--- config.mk ---
export PLATFORM = sky130hd
export DESIGN_NAME = div_16bit
export DESIGN_NICKNAME = d
export VERILOG_FILES = /design/src/rtl/exec_pkg.sv /design/src/rtl/addsub_16bit.sv /design/src/rtl/div_16bit.sv
export SDC_FILE = /design/constraint.sdc
export NUM_CORES = 1
export LEC_CHECK = 0
export CORE_ASPECT_RATIO = 1.25
export CORE_UTILIZATION = 35
export CTS_BUF_LIST = sky130_fd_sc_hd__clkbuf_2
export CTS_CLUSTER_DIAMETER = 30
export DETAILED_ROUTE_END_ITERATION = 16
export PLACE_DENSITY = 0.67
export SYNTH_ARGS = -nofsm -noshare
export SYNTH_HDL_FRONTEND = slang
export SYNTH_SLANG_ARGS = --single-unit
--- constraint.sdc ---
create_clock -name clk -period 12.99 [get_ports clk]
set_input_delay 3.897 -clock clk [delete_from_list [all_inputs] [get_ports clk]]
set_output_delay 3.897 -clock clk [all_outputs]
set_load 0.005 [all_outputs]
--- src/rtl/exec_pkg.sv ---
// -----------------------------------------------------------------------------
// exec_pkg
// Shared definitions for the Execute-stage divider.
//   div_state_t   : divider FSM state encoding
//   DIV_ITER      : number of restoring iterations (one per quotient bit)
//   DIV_CNT_W     : width of the iteration counter
//   DIV0_QUOTIENT : quotient reported for a zero divisor
// Optional feature macro: SIGNED_DIV_EN (adds the FIX state).
// -----------------------------------------------------------------------------
package exec_pkg;

   typedef enum logic [1:0] {
      ST_IDLE = 2'd0,
      ST_RUN  = 2'd1,
`ifdef SIGNED_DIV_EN
      ST_FIX  = 2'd2,
`endif
      ST_DONE = 2'd3
   } div_state_t;

   localparam int          DIV_ITER      = 16;
   localparam int          DIV_CNT_W     = 5;
   localparam logic [15:0] DIV0_QUOTIENT = 16'hFFFF;

endpackage

--- src/rtl/addsub_16bit.sv ---
// -----------------------------------------------------------------------------
// addsub_16bit
// 16-bit adder/subtractor built as a ripple of four 4-bit slices.
//   a, b : operands
//   sub  : 1 = a - b (b inverted, carry-in 1), 0 = a + b
//   sum  : result
//   cout : carry-out of the top slice; in subtract mode 1 means "no borrow"
// -----------------------------------------------------------------------------
module addsub_16bit (
   input  logic [15:0] a,
   input  logic [15:0] b,
   input  logic        sub,
   output logic [15:0] sum,
   output logic        cout
);

   logic [15:0] b_eff;

   assign b_eff = b ^ {16{sub}};

   // Carry chain kept in a procedural variable so each slice's carry-in is the
   // previous slice's carry-out without a self-referencing net vector.
   always_comb begin
      logic       carry;
      logic [4:0] slice_sum;
      carry     = sub;
      sum       = '0;
      slice_sum = '0;
      for (int s = 0; s < 4; s++) begin
         slice_sum      = {1'b0, a[s*4 +: 4]} + {1'b0, b_eff[s*4 +: 4]} + {4'b0000, carry};
         sum[s*4 +: 4]  = slice_sum[3:0];
         carry          = slice_sum[4];
      end
      cout = carry;
   end

endmodule

--- src/rtl/div_16bit.sv ---
// -----------------------------------------------------------------------------
// div_16bit
// Multi-cycle restoring divider, one quotient bit per clock.
//   clk, rst   : clock, synchronous active-high reset
//   start      : divide request, honoured only in IDLE
//   dividend   : numerator, captured on an accepted start
//   divisor    : denominator, captured on an accepted start
//   sgn        : signed operation (only with SIGNED_DIV_EN)
//   busy       : high while iterating / sign-fixing
//   done       : one-cycle pulse when results become valid
//   quotient   : result, held until the next accepted start
//   remainder  : result, held until the next accepted start
//   div0       : divisor was zero
//   ovfl       : signed overflow (-32768 / -1); constant 0 without the macro
// Optional feature macro: SIGNED_DIV_EN.
// Latency: 17 cycles unsigned, 18 signed, 1 for a zero divisor.
// WIDTH is fixed at 16; other values are not supported.
// -----------------------------------------------------------------------------
module div_16bit
   import exec_pkg::*;
#(
   parameter int WIDTH = 16
) (
   input  logic             clk,
   input  logic             rst,
   input  logic             start,
   input  logic [WIDTH-1:0] dividend,
   input  logic [WIDTH-1:0] divisor,
`ifdef SIGNED_DIV_EN
   input  logic             sgn,
`endif
   output logic             busy,
   output logic             done,
   output logic [WIDTH-1:0] quotient,
   output logic [WIDTH-1:0] remainder,
   output logic             div0,
   output logic             ovfl
);

   div_state_t           state_reg;
   logic [WIDTH-1:0]     r_reg;
   logic [WIDTH-1:0]     q_reg;
   logic [WIDTH-1:0]     d_reg;
   logic [DIV_CNT_W-1:0] cnt_reg;
   logic                 busy_reg;
   logic                 done_reg;
   logic [WIDTH-1:0]     quotient_reg;
   logic [WIDTH-1:0]     remainder_reg;
   logic                 div0_reg;

   logic [WIDTH-1:0]     shifted_next;
   logic [WIDTH-1:0]     diff_next;
   logic                 step_cout;
   logic                 step_ok;
   logic [WIDTH-1:0]     r_next;
   logic [WIDTH-1:0]     q_next;
   logic [WIDTH-1:0]     as_a;
   logic [WIDTH-1:0]     as_b;
   logic [WIDTH-1:0]     dvd_load;
   logic [WIDTH-1:0]     dvs_load;

   // Partial remainder shifted left with the next dividend bit brought in.
   assign shifted_next = {r_reg[WIDTH-2:0], q_reg[WIDTH-1]};

`ifdef SIGNED_DIV_EN
   logic             ovfl_reg;
   logic             neg_q_reg;
   logic             neg_r_reg;
   logic             signed_reg;
   logic [WIDTH-1:0] rem_neg;
   logic             rem_cout_unused;

   // The step adder doubles as the quotient negator (0 - q) during FIX.
   assign as_a = (state_reg == ST_FIX) ? '0           : shifted_next;
   assign as_b = (state_reg == ST_FIX) ? quotient_reg : d_reg;

   addsub_16bit u_rem_neg (
      .a    ('0),
      .b    (remainder_reg),
      .sub  (1'b1),
      .sum  (rem_neg),
      .cout (rem_cout_unused)
   );

   // Signed operands are reduced to magnitudes before iterating.
   assign dvd_load = (sgn && dividend[WIDTH-1]) ? (~dividend + 16'd1) : dividend;
   assign dvs_load = (sgn && divisor[WIDTH-1])  ? (~divisor + 16'd1)  : divisor;
   assign ovfl     = ovfl_reg;
`else
   assign as_a     = shifted_next;
   assign as_b     = d_reg;
   assign dvd_load = dividend;
   assign dvs_load = divisor;
   assign ovfl     = 1'b0;
`endif

   addsub_16bit u_step (
      .a    (as_a),
      .b    (as_b),
      .sub  (1'b1),
      .sum  (diff_next),
      .cout (step_cout)
   );

   // The bit shifted out of r_reg is the 17th bit of the trial value; when it
   // is set the trial value is at least 2^16 and certainly exceeds the divisor,
   // so the subtraction succeeds even though the 16-bit adder reports a borrow.
   assign step_ok = step_cout | r_reg[WIDTH-1];
   assign r_next  = step_ok ? diff_next : shifted_next;
   assign q_next  = {q_reg[WIDTH-2:0], step_ok};

   always_ff @(posedge clk) begin
      if (rst) begin
         state_reg     <= ST_IDLE;
         r_reg         <= '0;
         q_reg         <= '0;
         d_reg         <= '0;
         cnt_reg       <= '0;
         busy_reg      <= 1'b0;
         done_reg      <= 1'b0;
         quotient_reg  <= '0;
         remainder_reg <= '0;
         div0_reg      <= 1'b0;
`ifdef SIGNED_DIV_EN
         ovfl_reg      <= 1'b0;
         neg_q_reg     <= 1'b0;
         neg_r_reg     <= 1'b0;
         signed_reg    <= 1'b0;
`endif
      end else begin
         done_reg <= 1'b0;
         case (state_reg)
            ST_IDLE: begin
               if (start) begin
                  quotient_reg  <= '0;
                  remainder_reg <= '0;
                  div0_reg      <= 1'b0;
`ifdef SIGNED_DIV_EN
                  ovfl_reg      <= 1'b0;
`endif
                  if (divisor == '0) begin
                     quotient_reg  <= DIV0_QUOTIENT;
                     remainder_reg <= dividend;
                     div0_reg      <= 1'b1;
                     done_reg      <= 1'b1;
                     state_reg     <= ST_DONE;
                  end else begin
                     r_reg     <= '0;
                     q_reg     <= dvd_load;
                     d_reg     <= dvs_load;
                     cnt_reg   <= DIV_CNT_W'(DIV_ITER);
                     busy_reg  <= 1'b1;
                     state_reg <= ST_RUN;
`ifdef SIGNED_DIV_EN
                     signed_reg <= sgn;
                     neg_q_reg  <= sgn && (dividend[WIDTH-1] ^ divisor[WIDTH-1]);
                     neg_r_reg  <= sgn && dividend[WIDTH-1];
                     // Magnitude path already yields 16'h8000 / 0 here.
                     ovfl_reg   <= sgn && (dividend == 16'h8000) && (divisor == 16'hFFFF);
`endif
                  end
               end
            end

            ST_RUN: begin
               r_reg   <= r_next;
               q_reg   <= q_next;
               cnt_reg <= cnt_reg - 1'b1;
               if (cnt_reg == DIV_CNT_W'(1)) begin
                  quotient_reg  <= q_next;
                  remainder_reg <= r_next;
`ifdef SIGNED_DIV_EN
                  if (signed_reg) begin
                     state_reg <= ST_FIX;
                  end else begin
                     busy_reg  <= 1'b0;
                     done_reg  <= 1'b1;
                     state_reg <= ST_DONE;
                  end
`else
                  busy_reg  <= 1'b0;
                  done_reg  <= 1'b1;
                  state_reg <= ST_DONE;
`endif
               end
            end

`ifdef SIGNED_DIV_EN
            ST_FIX: begin
               if (neg_q_reg) quotient_reg  <= diff_next;
               if (neg_r_reg) remainder_reg <= rem_neg;
               busy_reg  <= 1'b0;
               done_reg  <= 1'b1;
               state_reg <= ST_DONE;
            end
`endif

            ST_DONE: begin
               state_reg <= ST_IDLE;
            end

            default: begin
               state_reg <= ST_IDLE;
               busy_reg  <= 1'b0;
            end
         endcase
      end
   end

   assign busy      = busy_reg;
   assign done      = done_reg;
   assign quotient  = quotient_reg;
   assign remainder = remainder_reg;
   assign div0      = div0_reg;

endmodule

==> results.json <==
{
  "synth.distinct_cells": 50,
  "rows": 45,
  "whs_path_depth": 2,
  "min_path_type": "reg2reg",
  "synth_top_area_share_pct": 40.4,
  "first_pass_iters": 4,
  "fin_crit_ns": 6.15,
  "postCtsSetupRepairBufs": 0,
  "max-vdd-ir-drop_v": 0.0000807,
  "drc": 0,
  "numPortBuffers": 69,
  "synth_area_per_cell_um2": 8.66,
  "cap_violations": 0,
  "skew_ns": 0.0238,
  "drive_above_1_share_pct": 7.77,
  "synth_edf_count": 0,
  "setup_viol": 0,
  "cp_max_fo": 33,
  "die_w_um": 103,
  "ys_async_sr_fraction_pct": 0,
  "total_power_uw": 997,
  "synthFlopType": "dfxtp_1",
  "arrival_ns": 6.65,
  "yosys.area_share.adder_pct": 7.35,
  "htree_levels": 3,
  "n_antenna_cell": 0,
  "grt_usage_pct": 18.1,
  "crit_required_ns": 13.49,
  "max-slew-margin-rel_pct": 33.1,
  "rsz0062_at_grt": "no",
  "leakage_nw": 1.91,
  "hpwlAfterDp_mm": 8.33,
  "reg2reg_depth": 23,
  "synth_xor_area_share_pct": 1.77,
  "finalHoldViolCount": 0,
  "cts_root_buf": "clkbuf_2",
  "grt_remaining_overflow": 0,
  "cts_made_buffers": 9,
  "nFillCells": 1264,
  "ys_seq_area_share_pct": 40.4,
  "yosys-mux-area-fraction_pct": 0.673,
  "avgRoutedWirePerCell_um": 15.7,
  "totalWireLength_mm": 11.5,
  "start_kind": "input pin",
  "vias": 3853,
  "max_freq_mhz": 163,
  "cts_tree": "yes",
  "via_per_inst": 5.28,
  "ios": 71,
  "powerDensity_nw_per_um2": 189,
  "yosys.area_share.simple_pct": 18.8,
  "synth_top_area_cell": "dfxtp_1",
  "grt_max_degree": 88,
  "fin_nets": 618,
  "yosys_warnings": 0,
  "crit_type": "in2reg",
  "synth_top_family_by_area": "compound AO/OA/AOI/OAI gates",
  "drv_slew": 0,
  "grt_pass1_vias": 3677,
  "ctsResizeCount": 0,
  "syn_area_um2": 4460,
  "area_growth_pct": 18.4,
  "syn_nets": 572,
  "synth_area_leaders": "dfxtp_1, nand2_1, a311oi_1",
  "synth_compound_area_share_pct": 24.2,
  "ys_ff_latch": 90,
  "grt_pass1_wl_mm": 18.4,
  "ant_nets": 0,
  "core_um2": 12300,
  "synthCells": 515,
  "detail_route.iter0.violations": 255,
  "cts.reportedPaths.clkPinSlew_ns": 0.22,
  "die-area_um2": 13200,
  "max_slew.worst_pin.slew_ns": 1.00,
  "clk_path_buf_depth": 2,
  "multi_input_area_um2": 2370,
  "clk-insertion-delay-late_ns": 0.57,
  "antenna_found_initial": 0,
  "outcome": "finished, final reports clean",
  "hold_ws_ns": 0.472,
  "start_util_pct": 36.4,
  "period_share_pct": 47.3,
  "dieHeight_um": 128,
  "fin_tns_setup_ns": 0,
  "cts_sinks": 90,
  "seq_area_um2": 1800,
  "postCtsHoldBufs": 0,
  "globalplace.congestion": 0.869,
  "cp-end-kind": "flip-flop"
}
[metal layers]
| metal | global-route usage, % | up-vias | part of all wire (%) |
|---|---|---|---|
| met5 | 0 | - | 0 |
| met2 | 29.6 | 123 | 47 |
| met1 | 23.1 | 1800 | 45 |
| li1 | - | 1917 | - |
| met3 | 3.05 | 13 | 6.2 |
| met4 | 8.29 | 0 | 2.3 |
[cell usage after synthesis, drive strengths merged, types with 2 or more instances]
cell     count
nor4         5
o211a        2
xor2         3
o21ai       19
a31oi        2
inv         21
a211oi       3
xnor2        6
mux2i        3
dfxtp       90
a221oi       3
clkbuf      13
o21a         2
a21oi       37
nor2b        3
a311oi      43
o2bb2ai      4
nand2       78
fa           7
o211ai       7
nand2b       3
or2          3
nor3         8
nor2        63
ha          15
buf         25
nand3       19
and3         2
a21o        15
[cell type report]
| cell class | instances | area share (%) |
|---|---|---|
| multi-input combinational | 366 | 44.9 |
| sequential | 90 | 34.1 |
| timing repair buffer | 73 | 13.6 |
| tap | 164 | 3.89 |
| inverter | 21 | 1.49 |
| clock buffer | 11 | 1.04 |
| clock inverter | 5 | 1.04 |
[worst max-delay path, stage by stage]
cell	delay [ns]
clkdlybuf4s50_1	0.44
nor4_1	0.57
and4_1	0.82
a21oi_4	0.39
nor2_1	0.35
o2bb2ai_1	0.17
[power by group]
part | switching, mW | internal, mW | total, mW
Clock | 0.0943 | 0.0454 | 0.140
Combinational | 0.280 | 0.219 | 0.498
Sequential | 0.0385 | 0.320 | 0.359
[final timing paths]
check,startpoint,end,slack [ns]
min,as_b[6],as_b[6],0.47
min reg2reg,as_b[6],as_b[6],0.47
max reg2reg,q_reg[15],remainder[13],6.89
max,divisor[10],r_reg[11],6.84
[through the flow]
step	cells	cell area (µm²)	setup WS (ns)	util, %
floorplan	515	4460	7.75	-
global placement	714	5170	6.38	42.1
detailed placement	714	5170	6.28	42.1
CTS	730	5280	6.87	43.0
global route	730	5280	6.53	43.0
finish	730	5280	6.84	43.0
[cells in the final DEF (no fill, tap or decap), drive strengths merged, types with 8 or more instances in the layout]
| cell type | n |
|---|---|
| dfxtp | 90 |
| nand2 | 78 |
| clkdlybuf4s50 | 68 |
| nor2 | 63 |
| a311oi | 43 |
| a21oi | 37 |
| inv | 21 |
| nand3 | 19 |
| o21ai | 19 |
| a21o | 15 |
| ha | 15 |
| clkbuf | 11 |
| nor3 | 8 |
[cells by family (layout without fill, tap and decap cells)]
| group | after synthesis | after routing |
|---|---|---|
| XOR/XNOR | 9 | 9 |
| AO/OA/AOI/OAI | 141 | 141 |
| buffers and inverters | 59 | 110 |
| adder cells (fa/ha/maj) | 22 | 22 |
| AND/OR/NAND/NOR | 190 | 190 |
| multiplexers | 3 | 3 |
| flip-flops | 90 | 90 |
| other | 1 | 1 |
Note: power is estimated with default switching activity, not from simulation.
